### src/rtl/alu_req_arbiter.sv
// alu_req_arbiter: round-robin sharing of one ALU datapath between NUM_REQ requesters.
// Define ALU_ARB_TIMEOUT_EN to add a done-wait timeout that answers with rsp_err=1.
module alu_req_arbiter #(
  parameter int NUM_REQ              = 4,
  parameter int ALU_OP_WIDTH         = 3,
  parameter int ALU_IN_WIDTH         = 8,
  parameter int ALU_OUT_RESULT_WIDTH = 16,
  parameter int TIMEOUT_CYCLES       = 255
) (
  input  logic                             clk,
  input  logic                             rst,
  input  logic [NUM_REQ-1:0]               req_valid,
  output logic [NUM_REQ-1:0]               req_ready,
  input  logic [NUM_REQ*ALU_OP_WIDTH-1:0]  req_op,
  input  logic [NUM_REQ*ALU_IN_WIDTH-1:0]  req_a,
  input  logic [NUM_REQ*ALU_IN_WIDTH-1:0]  req_b,
  output logic                             alu_valid,
  input  logic                             alu_ready,
  output logic [ALU_OP_WIDTH-1:0]          alu_op,
  output logic [ALU_IN_WIDTH-1:0]          alu_a,
  output logic [ALU_IN_WIDTH-1:0]          alu_b,
  input  logic                             alu_done,
  input  logic [ALU_OUT_RESULT_WIDTH-1:0]  alu_result,
  output logic [NUM_REQ-1:0]               rsp_valid,
  output logic [ALU_OUT_RESULT_WIDTH-1:0]  rsp_result,
  output logic                             rsp_err,
  output logic                             busy
);

  localparam int GW = (NUM_REQ > 1) ? $clog2(NUM_REQ) : 1;

  localparam logic [1:0] ST_IDLE  = 2'd0;
  localparam logic [1:0] ST_ISSUE = 2'd1;
  localparam logic [1:0] ST_WAIT  = 2'd2;
  localparam logic [1:0] ST_RESP  = 2'd3;

  logic [1:0]                      state_reg;
  logic [1:0]                      state_next;
  logic [GW-1:0]                   last_grant_reg;
  logic [GW-1:0]                   grant_idx;
  logic                            grant_any;
  logic [NUM_REQ-1:0]              hi_mask;
  logic [NUM_REQ-1:0]              hi_req;
  logic [NUM_REQ-1:0]              pick_vec;
  logic [NUM_REQ-1:0]              grant_oh;
  logic [NUM_REQ-1:0]              owner_oh;
  logic [ALU_OP_WIDTH-1:0]         op_arr [NUM_REQ];
  logic [ALU_IN_WIDTH-1:0]         a_arr  [NUM_REQ];
  logic [ALU_IN_WIDTH-1:0]         b_arr  [NUM_REQ];
  logic                            alu_valid_reg;
  logic [ALU_OP_WIDTH-1:0]         alu_op_reg;
  logic [ALU_IN_WIDTH-1:0]         alu_a_reg;
  logic [ALU_IN_WIDTH-1:0]         alu_b_reg;
  logic [NUM_REQ-1:0]              rsp_valid_reg;
  logic [ALU_OUT_RESULT_WIDTH-1:0] rsp_result_reg;
  logic                            issue_fire;
  logic                            done_take;
  logic                            timeout_hit;

  // Unpack the requester buses and build the round-robin masks.
  genvar gi;
  generate
    for (gi = 0; gi < NUM_REQ; gi++) begin : g_req
      assign op_arr[gi]   = req_op[gi*ALU_OP_WIDTH +: ALU_OP_WIDTH];
      assign a_arr[gi]    = req_a[gi*ALU_IN_WIDTH +: ALU_IN_WIDTH];
      assign b_arr[gi]    = req_b[gi*ALU_IN_WIDTH +: ALU_IN_WIDTH];
      assign hi_mask[gi]  = (last_grant_reg < GW'(gi));
      assign grant_oh[gi] = (grant_idx == GW'(gi));
      assign owner_oh[gi] = (last_grant_reg == GW'(gi));
    end
  endgenerate

  // Requests above the last grant win; otherwise wrap to the lowest pending one.
  assign grant_any = |req_valid;
  assign hi_req    = req_valid & hi_mask;
  assign pick_vec  = (|hi_req) ? hi_req : req_valid;

  always_comb begin
    grant_idx = '0;
    for (int k = NUM_REQ - 1; k >= 0; k--) begin
      if (pick_vec[k]) begin
        grant_idx = GW'(k);
      end
    end
  end

  assign issue_fire = (state_reg == ST_ISSUE) && alu_ready;
  assign done_take  = alu_done && (issue_fire || (state_reg == ST_WAIT));

  always_comb begin
    state_next = state_reg;
    case (state_reg)
      ST_IDLE: begin
        if (grant_any) begin
          state_next = ST_ISSUE;
        end
      end
      ST_ISSUE: begin
        if (issue_fire) begin
          state_next = done_take ? ST_RESP : ST_WAIT;
        end
      end
      ST_WAIT: begin
        if (done_take || timeout_hit) begin
          state_next = ST_RESP;
        end
      end
      default: state_next = ST_IDLE;
    endcase
  end

  always_ff @(posedge clk) begin
    if (!rst) begin
      state_reg      <= ST_IDLE;
      last_grant_reg <= GW'(NUM_REQ - 1);
      alu_valid_reg  <= 1'b0;
      alu_op_reg     <= '0;
      alu_a_reg      <= '0;
      alu_b_reg      <= '0;
      rsp_valid_reg  <= '0;
      rsp_result_reg <= '0;
    end else begin
      state_reg     <= state_next;
      rsp_valid_reg <= '0;
      if ((state_reg == ST_IDLE) && grant_any) begin
        last_grant_reg <= grant_idx;
        alu_valid_reg  <= 1'b1;
        alu_op_reg     <= op_arr[grant_idx];
        alu_a_reg      <= a_arr[grant_idx];
        alu_b_reg      <= b_arr[grant_idx];
      end
      if (issue_fire) begin
        alu_valid_reg <= 1'b0;
      end
      // last_grant_reg still names the owner of the in-flight operation.
      if (done_take) begin
        rsp_result_reg <= alu_result;
        rsp_valid_reg  <= owner_oh;
      end else if (timeout_hit) begin
        rsp_result_reg <= '0;
        rsp_valid_reg  <= owner_oh;
      end
    end
  end

`ifdef ALU_ARB_TIMEOUT_EN
  localparam int CNT_W = (TIMEOUT_CYCLES > 255) ? 16 : 8;

  logic [CNT_W-1:0] wait_cnt_reg;
  logic             rsp_err_reg;

  // A done in the terminal-count cycle wins over the timeout.
  assign timeout_hit = (state_reg == ST_WAIT) && !alu_done &&
                       (wait_cnt_reg == CNT_W'(TIMEOUT_CYCLES - 1));

  always_ff @(posedge clk) begin
    if (!rst) begin
      wait_cnt_reg <= '0;
      rsp_err_reg  <= 1'b0;
    end else begin
      wait_cnt_reg <= (state_reg == ST_WAIT) ? wait_cnt_reg + 1'b1 : '0;
      rsp_err_reg  <= timeout_hit;
    end
  end

  assign rsp_err = rsp_err_reg;
`else
  assign timeout_hit = 1'b0;

  // TIMEOUT_CYCLES stays referenced so both builds share one parameter list.
  if (TIMEOUT_CYCLES >= 0) begin : g_no_timeout
    assign rsp_err = 1'b0;
  end
`endif

  assign req_ready  = ((state_reg == ST_IDLE) && rst) ? (grant_oh & req_valid) : '0;
  assign alu_valid  = alu_valid_reg;
  assign alu_op     = alu_op_reg;
  assign alu_a      = alu_a_reg;
  assign alu_b      = alu_b_reg;
  assign rsp_valid  = rsp_valid_reg;
  assign rsp_result = rsp_result_reg;
  assign busy       = (state_reg != ST_IDLE);

endmodule

### config.mk
export PLATFORM = sky130hd
export DESIGN_NAME = alu_req_arbiter
export DESIGN_NICKNAME = d
export VERILOG_FILES = /design/src/rtl/alu_req_arbiter.sv
export SDC_FILE = /design/constraint.sdc
export NUM_CORES = 1
export LEC_CHECK = 0
export CORE_MARGIN = 2
export CORE_UTILIZATION = 36
export DETAILED_ROUTE_END_ITERATION = 7
export PLACE_DENSITY = 0.81
export SLEW_MARGIN = 20
export SYNTH_ARGS = -nofsm -noshare
export SYNTH_HDL_FRONTEND = slang
export SYNTH_SLANG_ARGS = --single-unit
### constraint.sdc
create_clock -name clk -period 1.9 [get_ports clk]
set_clock_uncertainty 0.1 [all_clocks]
set_input_delay 0.38 -clock clk [delete_from_list [all_inputs] [get_ports clk]]
set_output_delay 0.38 -clock clk [all_outputs]
set_load 0.1 [all_outputs]
Yosys cells after proc, flatten, opt, wreduce, memory -nomap -nowiden
Index checks and enable logic that the tools add are counted.
{ "totals": {"in_bits": 100, "ff_bits": 44} }
{ "classes": {"eq_ne": 11, "n_reduce_logical": 14, "bitwise_logic": 4, "n_lt_le_gt_ge": 5, "mux": 20} }
{ "ops": {"columns": ["operator", "n"], "rows": [
  ["$bmux W8 S2", 2],
  ["$mux W8", 4],
  ["$mux W2", 7],
  ["$eq A2 B2 Y1 const B", 5],
  ["$and A4 B4 Y4", 2],
  ["$mux W4", 2],
  ["$reduce_or A4 Y1", 2],
  ["$bmux W3 S2", 1],
  ["$eq A2 B1 Y1 const B", 3],
  ["$logic_not A2 Y1", 3],
  ["$mux W3", 2],
  ["$ne A2 B2 Y1 const B", 3],
  ["$pmux W2 S3", 1],
  ["$logic_and A1 B1 Y1", 4],
  ["$lt A2 B1 Y1 const B", 2],
  ["$lt A2 B2 Y1 const B", 2],
  ["$ge A3 B3 Y1 const B", 1],
  ["$not A2 Y3", 1],
  ["$reduce_and A3 Y1", 1],
  ["$reduce_and A2 Y1", 1],
  ["$reduce_bool A2 Y1", 1],
  ["$reduce_or A2 Y1", 1],
  ["$logic_or A1 B1 Y1", 1],
  ["$mux W1", 1],
  ["$not A1 Y1", 1]
]} }

Depth between registers and ports, before layout
{ "depth": {"depth_word": 12, "depth_mapped": 8} }

Least setup slack after synthesis
No wires, ideal clock.
{ "synth_timing": {"kind": "in2out", "start": "input req_valid[0]", "end": "output req_ready[0]", "t_arrival_ps": 1900, "path_slack_ps": -480, "path_stages": 6, "path_cell_list": "buf_2 > nand2_1 > a211oi_1 > a31o_2 > buf_6 > and4_1"} }
{ "synth_via": {"elab_chain_len": 10} }
{ "synth_rtl": {"columns": ["item", "line", "rtl"], "rows": [
  ["start, declared", "12", "input logic [NUM_REQ-1:0] req_valid,"],
  ["$and A4 B4 Y4", "75", "assign hi_req = req_valid & hi_mask;"],
  ["$reduce_or A4 Y1", "76", "assign pick_vec = (|hi_req) ? hi_req : req_valid;"],
  ["$mux W4", "76", null],
  ["$mux W2 (4 in a row)", "81", "if (pick_vec[k]) begin"],
  ["$logic_not A2 Y1", "68", "assign grant_oh[gi] = (grant_idx == GW'(gi));"],
  ["$and A4 B4 Y4 (*)", "176", "assign req_ready = ((state_reg == ST_IDLE) && rst) ? (grant_oh & req_valid) : '0;"],
  ["$mux W4 (*)", "176", null],
  ["end, declared", "13", "output logic [NUM_REQ-1:0] req_ready,"]
]} }
Every way passes the cells marked *; elsewhere a longest branch is shown, timed or not.

Worst setup path after layout
{ "layout_timing": {"start": "register last_grant_reg[1]", "end": "output req_ready[3]"} }
{ "layout_via": {"elab_chain_len": 11, "elab_cells_between_ends": 14, "cone_classes": "order compare (4); eq/ne (1); mux (6); bitwise (2); reduce/logical (1)"} }
{ "layout_rtl": {"columns": ["item", "line", "rtl"], "rows": [
  ["start, declared", "39", "logic [GW-1:0] last_grant_reg;"],
  ["start signal, assigned", "115", "last_grant_reg <= GW'(NUM_REQ - 1);"],
  ["start signal, assigned", "126", "last_grant_reg <= grant_idx;"],
  ["$lt A2 B1 Y1 / $lt A2 B2 Y1 (equally long branches)", "67", "assign hi_mask[gi] = (last_grant_reg < GW'(gi));"],
  ["$and A4 B4 Y4 (*)", "75", null],
  ["$reduce_or A4 Y1", "76", null],
  ["$mux W4 (*)", "76", null],
  ["$mux W2 (3 in a row)", "81", null],
  ["$mux W2 (*)", "81", null],
  ["$eq A2 B2 Y1 (*)", "68", null],
  ["$and A4 B4 Y4 (*)", "176", null],
  ["$mux W4 (*)", "176", null]
]} }
Marked as above.

==> results by group <==
Final layout
  – Finished Layout Cells: 506
  – Commonest non-fill, non-tap cells in the layout: clkdlybuf4s50_1 (95), nand2_1 (54), buf_12 (47), dfxtp_1 (42), buf_4 (31)
  – Fill cell count: 363
  – Layout Nets: 534
  – Layout cell share with drive strength beyond 1: 29.5%
  – FF/Latch Area: 888 sq um
  – Most common cell after layout, fill and taps aside: clkdlybuf4s50_1
  – Area grow syn2layout: 112%
  – Max FFs per register: 16
  – Diode count: 0
  – Multi-input gate area: 1250 sq um

Power and ir drop
  – PwrDens: 1670 nW/um^2
  – Total power: 7.73 mW
  – P_leak: 1.79 nW
  – VDD IR max: 0.00166 V

CTS
  – Skew-Pair Late Insertion Delay: 0.31 ns
  – CTS sink count: 44
  – Worst-path clk slew: 0.08 ns
  – CTS Buffer Depth: 2
  – CTS tree: done
  – TritonCTS Buffers: 5
  – Htree depth: 2
  – Hold buffer count at cts: 0
  – Clock Tree Root: clkbuf_8

Detailed routing
  – Drt pass-1 iters: 6
  – Drt total wl: 9290 um
  – DR WL/cell: 18.4 um
  – Via Count: 2770
  – Drt drc: 0
  – Final ANT Viol Nets: 0
  – Initial DRC count: 166
  – Vias per cell: 5.47

Min path
  – HP Class: flop to flop

Global routing
  – Gr usage total: 25.1%
  – First-pass GRT wire length: 12800 um
  – Initial antenna violation count: 0
  – Vias in the first global route: 2717
  – Largest net degree at the start of global routing: 27
  – Congestion Overflow GR: 0

Synth
  – Area share of the largest cell type after synthesis: 40.3%
  – Largest area contributor in the synthesized netlist: dfxtp_1
  – #FFs+latches synth: 44
  – Top cells by area, synth: dfxtp_1 (40%), nand2_1 (9.3%), a222oi_1 (9.2%), a31oi_1 (5.4%), o21ai_0 (4.8%)
  – Synth Area per Inst: 8.37 sq um
  – Yosys cell types: 36
  – Synthesized Nets: 365
  – Synth Warn #: 0
  – Mapped Cells: 261
  – Sequential area share after synthesis: 40.3%
  – Post-Syn Area: 2180 sq um

Floorplanning
  – Core box area: 5890 sq um
  – Boundary pin count: 146
  – DIE HEIGHT: 81.9 um
  – DIE AREA: 6710 sq um
  – Rows: 28
  – DIE WIDTH: 81.9 um
  – Starting density of the core: 37.1%

Placement
  – GPL Wtd Cong: 0.815
  – Post-Place Cells: 480
  – Post-DP HPWL: 5960 um
  – Worst slack, placed: -0.559 ns
  – PortBufs: 144

Setup path
  – Worst Path Class, Setup: flop to output port
  – WP data required: 1.42 ns
  – Worst-path fanout max: 6
  – Crit path DAT: 1.54 ns
  – Worst setup EP type: output port
  – Crit start category: flop

STA
  – Slew Limit Fails: 0
  – Rel. slew slack: 64.4%
  – Slew @ Worst Pin: 0.532 ns
  – RSZ-0062 raised after global routing: yes
  – Final hold viol count: 0
  – Final setup viols: 5
  – Final Cycle Share: 106%
  – Min Tclk post-route: 2.02 ns
  – Worst hold slack: 0.393 ns
  – Final WS setup: -0.122 ns
  – Fmax: 495 MHz

Status
  – Failing checks: setup timing
  – Outcome: finished, violations left

Flow run
  – Total of max-cap violations: 0
cell type report:
type | count | area share, %
Inverter | 8 | 0.729
Sequential cell | 44 | 19.2
Multi-Input combinational cell | 184 | 27.1
Timing Repair Buffer | 187 | 49.1
Tap cell | 75 | 2.02
Clock buffer | 8 | 1.94
report_power, final:
| group | leakage, nW | switching, mW | total [mW] | internal, mW |
|---|---|---|---|---|
| logic | 1.39 | 3.37 | 5.52 | 2.15 |
| clock network | 0.0455 | 0.325 | 0.622 | 0.297 |
| registers | 0.362 | 0.346 | 1.59 | 1.24 |
kinds of logic after synthesis:
family | count (synthesis) | share of synthesized area, %
simple gates | 82 | 16.9
other cells | 1 | 0.172
buf+inv | 34 | 9.28
compound gates | 96 | 31.0
flops | 44 | 40.3
fa+ha+maj | 4 | 2.29
layer usage:
| metal | GRT usage [%] | up-vias | wire [um] |
|---|---|---|---|
| met5 | 0 | - | 0 |
| met4 | 9.33 | 0 | 344 |
| met3 | 6.04 | 30 | 615 |
| met2 | 46.9 | 135 | 4950 |
| met1 | 27.1 | 1312 | 3370 |
| li1 | - | 1293 | - |
path summary, 6_finish.rpt:
kind / slack (ns) / from / cells after the start / end
setup / recovery: -0.12 / last_grant_reg[1] / 5 / req_ready[3]
hold / removal: 0.39 / rsp_result[0] / 2 / rsp_result[0]
setup reg to reg: -0.04 / last_grant_reg[1] / 8 / alu_b[0]
hold reg to reg: 0.39 / rsp_result[0] / 2 / rsp_result[0]
cells in the mapped netlist, drive strengths merged:
cell	number
a21boi	16
nor2	9
a221oi	1
o21a	1
nor2b	3
a31oi	19
o21ai	26
o22ai	1
a211oi	2
conb	1
clkbuf	8
inv	8
o211a	1
buf	18
dfxtp	44
nand2	54
a21oi	7
o311a	1
nand2b	3
and3	4
nor3b	1
and2	1
nor4	1
a31o	1
nor3	5
a222oi	20
ha	4
and4	1
repair_timing:
action / 4_1_cts / 5_1_grt
setup buffers: 9 / 8
resized for setup: 33 / 22
endpoints found under the setup margin: 28 / 25
gates cloned: 1 / 1
pin swaps: 9 / 16
worst max-delay path, stage by stage, from the launching register on:
cell,delay (ns)
dfxtp_4,0.39
nor2_2,0.17
a221oi_4,0.09
nor2b_2,0.19
and3_4,0.22
buf_12,0.17
through the flow:
step | TNS (ns) | util (%) | instance area (sq um)
floorplan | -0.193 | - | 2250
global placement | -11.06 | 72.1 | 4240
detailed placement | -13.24 | 72.1 | 4240
CTS | -0.203 | 75.9 | 4460
global route | -0.860 | 78.7 | 4630
finish | -0.489 | 78.7 | 4630
Note: power is estimated with default switching activity, not from simulation.
